File: src/rtl/imem_loader.sv
// Boot-time loader: parses a framed byte stream and writes 33-bit instruction words
// from address 0, holding the core in reset until a frame completes with a good checksum.
module imem_loader #(
    parameter int ADDR_W  = 9,
    parameter int INSTR_W = 33
) (
    input  logic               clk,
    input  logic               rst,
    input  logic               start,
    input  logic               rx_valid,
    input  logic [7:0]         rx_data,
    output logic               rx_ready,
    output logic               imem_we,
    output logic [ADDR_W-1:0]  imem_waddr,
    output logic [INSTR_W-1:0] imem_wdata,
    output logic               cpu_rst_n,
    output logic               done,
    output logic               error
);

    typedef enum logic [2:0] {
        IDLE, HDR0, HDR1, DATA, CHK, DONE, ERR
    } state_t;

    localparam logic [16:0] MAX_WORDS = 17'(1) << ADDR_W;

    state_t             state;
    logic [7:0]         cnt_lo;
    logic [7:0]         xor_acc;
    logic [ADDR_W:0]    word_idx;
    logic [ADDR_W:0]    last_idx;
    logic [2:0]         byte_idx;
    logic [INSTR_W-2:0] word_buf;
    logic [15:0]        count;
    logic [15:0]        count_m1;
    logic               count_ok;
    logic               accept;

    always_comb begin
        rx_ready = 1'b0;
        case (state)
            HDR0, HDR1, DATA, CHK: rx_ready = 1'b1;
            default:               rx_ready = 1'b0;
        endcase
    end

    assign accept   = rx_valid && rx_ready;
    assign count    = {rx_data, cnt_lo};
    assign count_m1 = count - 16'd1;
    assign count_ok = (count != 16'd0) && ({1'b0, count} <= MAX_WORDS);

    always_ff @(posedge clk) begin
        if (rst) begin
            state      <= IDLE;
            cnt_lo     <= '0;
            xor_acc    <= '0;
            word_idx   <= '0;
            last_idx   <= '0;
            byte_idx   <= '0;
            word_buf   <= '0;
            imem_we    <= 1'b0;
            imem_waddr <= '0;
            imem_wdata <= '0;
            cpu_rst_n  <= 1'b0;
            done       <= 1'b0;
            error      <= 1'b0;
        end else begin
            imem_we <= 1'b0;
            case (state)
                IDLE, DONE, ERR: begin
                    if (start) begin
                        state     <= HDR0;
                        done      <= 1'b0;
                        error     <= 1'b0;
                        word_idx  <= '0;
                        byte_idx  <= '0;
                        xor_acc   <= '0;
                        cpu_rst_n <= 1'b0;
                    end
                end
                HDR0: begin
                    if (accept) begin
                        cnt_lo  <= rx_data;
                        xor_acc <= xor_acc ^ rx_data;
                        state   <= HDR1;
                    end
                end
                HDR1: begin
                    if (accept) begin
                        xor_acc <= xor_acc ^ rx_data;
                        if (count_ok) begin
                            last_idx <= count_m1[ADDR_W:0];
                            state    <= DATA;
                        end else begin
                            error <= 1'b1;
                            state <= ERR;
                        end
                    end
                end
                DATA: begin
                    if (accept) begin
                        xor_acc <= xor_acc ^ rx_data;
                        if (byte_idx == 3'd4) begin
                            // Fifth byte contributes only its LSB as instruction bit 32.
                            imem_we    <= 1'b1;
                            imem_waddr <= word_idx[ADDR_W-1:0];
                            imem_wdata <= {rx_data[0], word_buf};
                            byte_idx   <= '0;
                            word_idx   <= word_idx + 1'b1;
                            if (word_idx == last_idx)
                                state <= CHK;
                        end else begin
                            word_buf[{byte_idx, 3'b000} +: 8] <= rx_data;
                            byte_idx <= byte_idx + 3'd1;
                        end
                    end
                end
                CHK: begin
                    if (accept) begin
                        if (rx_data == xor_acc) begin
                            done      <= 1'b1;
                            cpu_rst_n <= 1'b1;
                            state     <= DONE;
                        end else begin
                            error     <= 1'b1;
                            cpu_rst_n <= 1'b0;
                            state     <= ERR;
                        end
                    end
                end
                default: state <= IDLE;
            endcase
        end
    end

endmodule

File: config.mk
export PLATFORM = sky130hd
export DESIGN_NAME = imem_loader
export DESIGN_NICKNAME = d
export VERILOG_FILES = /design/src/rtl/imem_loader.sv
export SDC_FILE = /design/constraint.sdc
export NUM_CORES = 1
export LEC_CHECK = 0
export CAP_MARGIN = 20
export CORE_MARGIN = 4
export CORE_UTILIZATION = 53
export CTS_BUF_LIST = sky130_fd_sc_hd__clkbuf_4
export DETAILED_ROUTE_END_ITERATION = 6
export PLACE_DENSITY = 0.79
export REMOVE_ABC_BUFFERS = 1
export SLEW_MARGIN = 10
export SYNTH_ARGS = -nofsm -noshare
export SYNTH_HDL_FRONTEND = slang
export SYNTH_SLANG_ARGS = --single-unit
export TNS_END_PERCENT = 30
File: constraint.sdc
create_clock -name clk -period 2.2 [get_ports clk]
set_input_delay 0.44 -clock clk [delete_from_list [all_inputs] [get_ports clk]]
set_output_delay 0.44 -clock clk [all_outputs]
set_load 0.1 [all_outputs]
==> results by group, run 1 <==
Finish
  • Area grow syn2layout: 19.0%
  • Layout cells sized above 1: 0.178
  • Nets: approximately 740
  • Cell area after layout: 0.00627 mm²
  • Final Util: 0.645
  • Fill count: ~880
  • Seq. cell area: 0.00241 mm²
  • Ant. Diodes: 0
  • Multi-input gate area: 0.00264 mm²

Yosys
  • FFs w/ async S/R, synth: 0
  • Most area-consuming cells after synthesis: dfxtp_1, a21oi_1, nand2_1
  • Largest area contributor in the netlist: dfxtp_1
  • Synth Area in Compound Gates: 0.158
  • Synthesized flop and latch total: 120
  • Xor-xnor portion of the synthesized cell area: 0.0482
  • Mapped Area: 0.00527 mm²
  • Top cell types by occurrence after synthesis: nand2_1, dfxtp_1, a21oi_1, nor2_1, clkbuf_1
  • Seq/Total Area, Yosys: 0.456
  • Post-synth top flop: dfxtp_1
  • Cell with the most instances after synthesis: nand2_1
  • Largest family of logic cells by synthesized area: simple AND/OR/NAND/NOR gates
  • Portion of netlist area occupied by mux cells: 0.0180
  • Top-area cell type share of the netlist area: 0.456
  • Number of synthesized flops with an enable pin: 0
  • Post-Synth Adder-Cell Area: 0.0237
  • Synth warnings: 0
  • Distinct cells, synth: 49
  • Mapped Cells: 655
  • Syn avg cell area: slightly above 8 µm²
  • Simple-Gate Fraction of Synth Area: 0.251

Route
  • Aggregate routed wire length: between 10000 and 15000 µm
  • Drt drc: 0
  • DR vias: 4765
  • Drt first pass iters: 5
  • 1st-iter DRT viols: 328
  • Vias/cell: 5.51
  • Count of antenna-violating nets left after detailed routing: 0
  • Routed WL per cell: 14.4 µm

STA
  • Worst-Margin Slew: between 0.5 and 0.6 ns
  • Crit share post-route: 0.946
  • Max Clock Skew: approximately 0.017 ns
  • Rel. slew slack: 0.646
  • Hold WS: 0.332 ns
  • Setup TNS: 0 ns
  • Max frequency: approximately 480 MHz
  • Setup violation total in the final timing report: 0
  • Max Slew Vio Count: 0
  • Min cycle time layout: 2.08 ns
  • Final hold violations: 0
  • Worst setup margin: 0.120 ns
  • RSZ-0062 raised after global routing: false

Worst setup path
  • CP startpoint kind: flop
  • Buffer and inverter count on the worst path: 1
  • Crit path max fanout: 9
  • Worst EP required: 1.76 ns
  • Critical-path cell list: nor2_2 > xnor2_1 > buf_12
  • Crit path arrival time: 1.64 ns
  • Critical path class: flop to output pin
  • Cell family with most CP delay: flip-flops
  • CP max stage cell: dfxtp_2
  • Reg2Reg Setup Slack: 0.19 ns
  • CP Capture Type: output pin
  • Largest stage delay, worst path: 0.39 ns

Outcome
  • Status: completed

Min path
  • Tightest Hold Check Type: input port to flop

Clocking
  • CTS tree: yes
  • CTS sink cnt: between 100 and 150
  • Root Driver: clkbuf_4
  • Post-CTS setup buffers: 0
  • Clock buffer depth: 2
  • H-tree levels: 4
  • Hold Buf Count CTS: 0
  • Clock transition at path regs: 0.11 ns
  • Later-pin clock latency in the skew report: 0.50 ns
  • TritonCTS Buffers: 17

Global routing
  • Grt ovf: 0
  • Total global-route track usage: 0.214
  • Vias in the first global route: 4329
  • Largest net degree at the start of global routing: 47
  • First-pass GRT wire length: 20300 µm
  • Initial antenna violation count: 0

Die
  • Core area: 0.00973 mm²
  • Row cnt: 36
  • Initial Util: 0.542
  • Die W: 108 µm
  • IO Count: 59
  • Die Y: ~110 µm
  • Die area: between 0.01 and 0.015 mm²

Power
  • Leakage power: 0.00222 µW
  • Cell Pwr Density: 909 mW/mm²
  • Peak supply drop: 1410 µV

Placement
  • GPL Wtd Cong: ~0.9
  • DP HPWL: 8860 µm
  • Dpl cell area: about 0.0060 mm²
  • Place WS: -0.109 ns
  • Port Buffer Count: between 50 and 60

Run
  • Max-cap viol count: 0
report_power, final:
group / switching (µW) / internal [µW]
logic: 1070 / 752
clock network: 817 / 673
registers: 128 / 2270
layer usage:
metal	up-vias	wire, µm	track usage
li1	2378	-	-
met1	2218	5550	0.282
met2	149	6090	0.357
met3	20	691	0.0486
met4	0	154	0.0541
met5	-	0	0
logic make-up (layout without fill, tap and decap cells):
logic type      Yosys count  count (layout)
xor+xnor                 29              29
buf+inv                  59             136
compound gates          150             150
fa+ha+maj                10              10
flops                   120             120
simple gates            278             278
mux                       9               9
metrics by stage:
stage / std cells / power (µW)
2_1_floorplan: 606 / 3570
3_3_place_gp: 834 / 4170
3_5_place_dp: 834 / 4220
4_1_cts: 865 / 5720
5_1_grt: 865 / 6010
6_report: 865 / 5710
final cells by class:
| class | count | area share |
|---|---|---|
| well taps | 133 | 0.0265 |
| multi-input cells | 476 | 0.420 |
| inverters | 10 | 0.00598 |
| repair buffers | 95 | 0.122 |
| flip-flops and latches | 120 | 0.383 |
| clock inverters | 13 | 0.0209 |
| clock buffers | 18 | 0.0215 |
path summary, 6_finish.rpt:
path	to	cells after the start	start
hold reg to reg	imem_wdata[24]	2	word_buf[24]
hold / removal	imem_we	2	rst
setup reg to reg	word_buf[8]	7	byte_idx[0]
setup / recovery	rx_ready	3	state[0]
layout by cell type (no fill, tap or decap), types with 18 or more instances in the layout:
master,instances
buf_4,83
clkbuf_4,18
o21ai_0,18
nand2_1,131
nand4_1,18
nand3_1,32
dfxtp_1,117
a21oi_1,107
nor2_1,42
xnor2_1,27
state kept, by name, indices dropped and copies added (netlist names):
signal and flops:
imem_wdata 33, state 3, word_buf 32, xor_acc 8
word_idx 10, done 1, imem_we 1, error 1
imem_waddr 9, cnt_lo 8, last_idx 10, cpu_rst_n 1
byte_idx 3
timing repair:
action / in CTS / in global routing
setup endpoints to repair: 1 / 2
gates resized for setup: 2 / 3
gates cloned: 0 / 0
Note: power is estimated with default switching activity, not from simulation.
==> run 2: changes to the inputs <==
--- a/config.mk
+++ b/config.mk
@@ -5,8 +5,7 @@
 export SDC_FILE = /design/constraint.sdc
 export NUM_CORES = 1
 export LEC_CHECK = 0
-export CAP_MARGIN = 20
-export CORE_MARGIN = 4
+export CAP_MARGIN = 25
 export CORE_UTILIZATION = 53
 export CTS_BUF_LIST = sky130_fd_sc_hd__clkbuf_4
 export DETAILED_ROUTE_END_ITERATION = 6
==> run 2 against run 1 <==
Count of clock-buffer cells in the layout did not move. Hold slack got worse by 0.0027 ns. Sequential share of layout area is 0.17 points lower. Maximum frequency increased by 0.90%. First-iteration DRC count is 27% lower. Clock skew increased by 0.0032 ns. Flip-flop and latch count unchanged. Global-route usage increased by 4.0 points. Setup slack better by 0.019 ns.
==> results by group, run 2 (synthesis gave the netlist of run 1 again) <==
Clocking
  • Root Driver: clkbuf_4
  • Clock transition at path regs: 0.12 ns
  • TritonCTS Buffers: 17
  • Hold Buf Count CTS: 0
  • CTS tree: yes
  • Later-pin clock latency in the skew report: 0.52 ns
  • Post-CTS setup buffers: 0
  • CTS sink cnt: 120
  • Clock buffer depth: 2
  • H-tree levels: 4

Worst setup path
  • CP most frequent cell: ha_1
  • Critical path class: flop to flop
  • CP Capture Type: flop
  • Crit path arrival time: 2.50 ns
  • Crit path max fanout: 8
  • Reg2Reg Setup Slack: 0.14 ns
  • Reg2reg path depth: 7
  • Reg2reg end: word_buf[13]
  • Largest stage delay, worst path: between 0.3 and 0.4 ns
  • Critical-path cell list: inv_1 > ha_1 > ha_1 > and3b_1 > and2_1 > nand4_1 > a21oi_1
  • CP startpoint kind: flop
  • CP max stage cell: dfxtp_1
  • R2r startpoint: byte_idx[0]
  • Worst EP required: around 2.6 ns

Global routing
  • Largest net degree at the start of global routing: 47
  • Met1 usage: 0.332
  • Most crowded layer after global routing: met2
  • Total global-route track usage: 0.254
  • Grt ovf: 0
  • First-pass GRT wire length: around 20000 µm
  • Vias in the first global route: between 4000 and 5000
  • GR met3 Demand/Resource: 0.0704
  • Initial antenna violation count: 0
  • Grt met2 use: 0.399

Min path
  • Tightest Hold Check Type: input port to flop
  • Worst hold endpoint: imem_wdata[25]
  • Hold Startpoint: rst
  • Hold path depth: 2

STA
  • Min cycle time layout: 2.06 ns
  • Worst setup margin: 0.138 ns
  • RSZ-0062 raised after global routing: false
  • Max Clock Skew: about 0.020 ns
  • Worst-Margin Slew: 0.476 ns
  • Setup violation total in the final timing report: 0
  • Crit share post-route: 0.937
  • Final hold violations: 0
  • Rel. slew slack: 0.682
  • Max frequency: approximately 490 MHz
  • Max Slew Vio Count: 0

Route
  • Aggregate routed wire length: 12300 µm
  • Drt first pass iters: 6
  • Drt drc: 0
  • Vias/cell: 5.50
  • Routed WL per cell: 14.2 µm
  • 1st-iter DRT viols: between 200 and 250
  • DR vias: about 4800
  • Count of antenna-violating nets left after detailed routing: 0

Die
  • Die Y: 102 µm
  • Row cnt: 36
  • IO Count: between 50 and 60
  • Core area: 0.00973 mm²
  • Die W: 102 µm
  • Die area: 0.0104 mm²
  • Initial Util: 0.542

Power
  • Leakage power: 0.00223 µW
  • Sw Share: 0.359
  • Peak supply drop: 1300 µV
  • Combinational share of power: 0.314
  • Clock group share of total power: 0.274
  • Internal Pwr Total: 3720 µW
  • Cell Pwr Density: a little over 900 mW/mm²
  • P_sw: roughly 2100 µW
  • Flop pwr share: 0.413

Placement
  • GPL Wtd Cong: 0.851
  • DP HPWL: roughly 8700 µm
  • Dpl cell area: 0.00601 mm²
  • Port Buffer Count: 58
  • Place WS: -0.0236 ns

Run
  • Max-cap viol count: 0

Outcome
  • Status: completed

Finish
  • Ant. Diodes: 0
  • Largest regs: imem_wdata (33), word_buf (32)
  • Area grow syn2layout: 19.5%
  • Biggest register: imem_wdata
  • Layout cells sized above 1: 0.175
  • Commonest non-fill, non-tap cell in the layout: nand2_1
  • Most frequent cells in the layout: nand2_1, dfxtp_1, a21oi_1
  • Nets: approximately 740
  • Cell area after layout: 0.00630 mm²
  • Final Util: 0.648
  • Max reg flops: 33
run 2: cell types whose count changed in the layout (fill, tap and decap cells not counted), sizes merged:
| cell | previous run | this run |
|---|---|---|
| buf | 85 | 84 |
| clkinv | 6 | 5 |
| inv | 11 | 14 |
| clkinvlp | 4 | 3 |
run 2: how the worst max path moves through the flow:
stage / start / endpoint
after global routing: byte_idx[0] / word_buf[15]
after floorplan: state[1] / rx_ready
after detailed placement: rx_valid / last_idx[3]
after global placement: rx_data[2] / last_idx[3]
final: byte_idx[0] / word_buf[13]
after CTS: state[1] / rx_ready
run 2: power groups by stage:
stage / combinational (µW) / sequential (µW) / clock (µW)
after global placement: 1740 / 2420 / 0
after CTS: 1800 / 2380 / 1610
after floorplan: 1080 / 2490 / 0
final: 1820 / 2390 / 1590
after global routing: 1980 / 2410 / 1710
after detailed placement: 1790 / 2420 / 0
run 2: final cells by class:
type / count / area, µm²
fillers: 859 / 3430
multi-input cells: 476 / 2640
flip-flops and latches: 120 / 2400
repair buffers: 94 / 768
well taps: 133 / 166
clock inverters: 14 / 149
clock buffers: 18 / 135
inverters: 10 / 37.5
run 2: worst max-delay path: cells and delay by family (launching register included):
family / cells / cell delay, ns
AND/OR/NAND/NOR: 3 / 0.77
flip-flops: 1 / 0.34
adder cells (fa/ha/maj): 2 / 0.58
AO/OA/AOI/OAI: 1 / 0.17
buffers and inverters: 1 / 0.11
run 2: per-layer routing:
metal,vias to the layer above,routed length (µm)
met5,-,0
met1,2220,5570
li1,2375,-
met4,0,261
met2,135,5810
met3,28,676
run 2: repair_timing:
item | 4_1_cts | 5_1_grt
pin swaps | 0 | 0
endpoints found under the setup margin | 1 | 1
resized for setup | 2 | 2
run 2: metrics by stage:
step / setup TNS, ns / hold slack, ns / std cells / power, µW
final: 0 / 0.329 / 865 / 5800
after CTS: 0 / 0.308 / 865 / 5790
after global routing: 0 / 0.326 / 865 / 6090
after floorplan: -4.32 / 0.426 / 606 / 3570
after global placement: 0 / 0.439 / 833 / 4150
after detailed placement: -0.0395 / 0.442 / 833 / 4210
==> run 3: changes to the inputs <==
--- a/config.mk
+++ b/config.mk
@@ -6,10 +6,11 @@
 export NUM_CORES = 1
 export LEC_CHECK = 0
 export CAP_MARGIN = 25
-export CORE_UTILIZATION = 53
+export CORE_UTILIZATION = 59
 export CTS_BUF_LIST = sky130_fd_sc_hd__clkbuf_4
 export DETAILED_ROUTE_END_ITERATION = 6
-export PLACE_DENSITY = 0.79
+export DONT_BUFFER_PORTS = 1
+export PLACE_DENSITY = 0.78
 export REMOVE_ABC_BUFFERS = 1
 export SLEW_MARGIN = 10
 export SYNTH_ARGS = -nofsm -noshare
==> run 3 against run 2 <==
Via count shrank 1.0%. Non-clock buffer count shrank 21. First-iteration DRC count grew 52%. Die area shrank 10%. Sequential share of layout area grew 1.4 points. Flip-flop and latch count is the same. Critical endpoint is now rx_ready.
==> results by group, run 3 (synthesis gave the netlist of run 1 again) <==
Global routing
  • Grt ovf: 0
  • First-pass GRT wire length: 19800 µm
  • Largest net degree at the start of global routing: 100
  • Initial antenna violation count: 0
  • Vias in the first global route: 4204
  • Total global-route track usage: 0.279

Worst setup path
  • Crit path arrival time: 1.67 ns
  • Reg2reg end: done
  • Largest stage delay, worst path: ~0.4 ns
  • Buffer and inverter count on the worst path: 3
  • CP startpoint kind: flop
  • R2r startpoint: state[2]
  • Critical-path cell list: buf_6 > nor2_2 > buf_4 > xnor2_2 > buf_8
  • Worst EP required: 1.76 ns
  • Cell family with most CP delay: buffers and inverters
  • CP max stage cell: dfxtp_2
  • CP Capture Type: output pin
  • Reg2reg path depth: 7
  • Reg2Reg Setup Slack: 0.12 ns
  • Critical path class: flop to output pin
  • Crit. Startpoint: state[0]
  • Crit path max fanout: 10

Clocking
  • Clock buffer depth: 2
  • Post-CTS setup buffers: 0
  • H-tree levels: 4
  • CTS sink cnt: 120
  • TritonCTS Buffers: 17
  • Clock transition at path regs: ~0.11 ns
  • Later-pin clock latency in the skew report: 0.52 ns
  • Root Driver: clkbuf_4
  • CTS tree: yes

Route
  • Aggregate routed wire length: ~12000 µm
  • Drt first pass iters: 5
  • Drt drc: 0
  • 1st-iter DRT viols: 366
  • Count of antenna-violating nets left after detailed routing: 0
  • Routed WL per cell: between 15 and 20 µm
  • Vias/cell: 5.76
  • DR vias: between 4000 and 5000

Power
  • Leakage power: 0.00213 µW
  • Cell Pwr Density: 911 mW/mm²
  • Tot Pwr: around 5500 µW
  • Peak supply drop: 500 µV

STA
  • Setup violation total in the final timing report: 0
  • RSZ-0062 raised after global routing: false
  • Worst setup margin: just under 0.09 ns
  • Max Clock Skew: 0.0170 ns
  • Worst-Margin Slew: 0.593 ns
  • Min cycle time layout: 2.11 ns
  • Rel. slew slack: 0.605
  • Max Slew Vio Count: 0
  • Crit share post-route: 0.961
  • Setup TNS: 0 ns
  • Final hold violations: 0
  • Max frequency: 473 MHz

Finish
  • Commonest non-fill, non-tap cell in the layout: nand2_1
  • Biggest register: imem_wdata
  • Layout cells sized above 1: 0.155
  • Nets: 720
  • Non-Filler Instances: 818
  • Largest regs: imem_wdata (33), word_buf (32)
  • Ant. Diodes: 0
  • Most frequent cells in the layout: nand2_1, dfxtp_1, a21oi_1
  • Cell area after layout: 0.00607 mm²
  • Area grow syn2layout: 15.1%
  • Max reg flops: 33

Die
  • Die W: 96.5 µm
  • IO Count: 59
  • Die Y: 96.5 µm
  • Row cnt: 34
  • Die area: just over 0.009 mm²
  • Initial Util: 0.608
  • Core area: approximately 0.0087 mm²

Placement
  • Port Buffer Count: 0
  • Place WS: roughly 0.24 ns
  • DP HPWL: about 8100 µm
  • Dpl cell area: 0.00569 mm²
  • Inst Count DP: 778
  • GPL Wtd Cong: 0.845

Min path
  • Tightest Hold Check Type: input port to flop
  • Hold path depth: 2
  • Worst hold endpoint: word_buf[24]
  • Hold Startpoint: rx_data[0]

Outcome
  • Status: completed

Run
  • Max-cap viol count: 0
run 3: cell types whose count changed in the layout (fill, tap and decap cells not counted), sizes merged:
cell	previous run	this run
buf	84	65
bufinv	2	1
clkdlybuf4s50	10	0
clkinvlp	3	6
dlygate4sd3	0	8
inv	14	11
run 3: worst reg2reg max path, cell delays in order (launching register included):
cell,delay (ns)
dfxtp_1,0.46
buf_4,0.24
mux2_4,0.37
nand2_1,0.11
buf_4,0.14
nand2_1,0.05
a21oi_1,0.14
dlygate4sd3_1,0.54
run 3: power breakdown:
part	switching, µW	internal, µW	total (µW)
sequential	111	2270	2380
combinational	1050	702	1750
clock	841	554	1400
run 3: repair_timing:
action / 4_1_cts / 5_1_grt
resized for setup: 2 / 7
endpoints found under the hold margin: 107 / 0
endpoints found under the setup margin: 1 / 9
hold buffers: 9 / 0
run 3: worst max-delay path by stage:
| stage | slack (ns) | depth (start not counted) | to |
|---|---|---|---|
| 2_1_floorplan | -0.58 | 2 | rx_ready |
| 3_3_place_gp | 0.34 | 5 | word_idx[8] |
| 3_5_place_dp | 0.24 | 7 | word_buf[15] |
| 5_1_grt | 0.001 | 7 | word_buf[29] |
| 4_1_cts | 0.02 | 5 | rx_ready |
| 6_report | 0.09 | 5 | rx_ready |
run 3: layer usage:
metal  part of all wire  global-route usage  vias to the layer above
met5                  0                   0                        -
li1                   -                   -                     2331
met4              0.021               0.119                        0
met2               0.48               0.455                      185
met1               0.42               0.345                     2168
met3              0.079              0.0782                       25
run 3: through the flow:
stage                     hold slack, ns  utilization
after floorplan                    0.426            -
after global placement             0.433        0.656
after detailed placement           0.438        0.656
after CTS                         0.0368        0.697
after global routing              0.0533        0.700
final                             0.0574        0.700
run 3: cell type report:
cell class	count	area, µm²
Multi-Input combinational cell	476	2650
Fill cell	684	2610
Sequential cell	120	2400
Timing Repair Buffer	73	603
Clock buffer	18	135
Tap cell	108	135
Clock inverter	13	108
Inverter	10	37.5
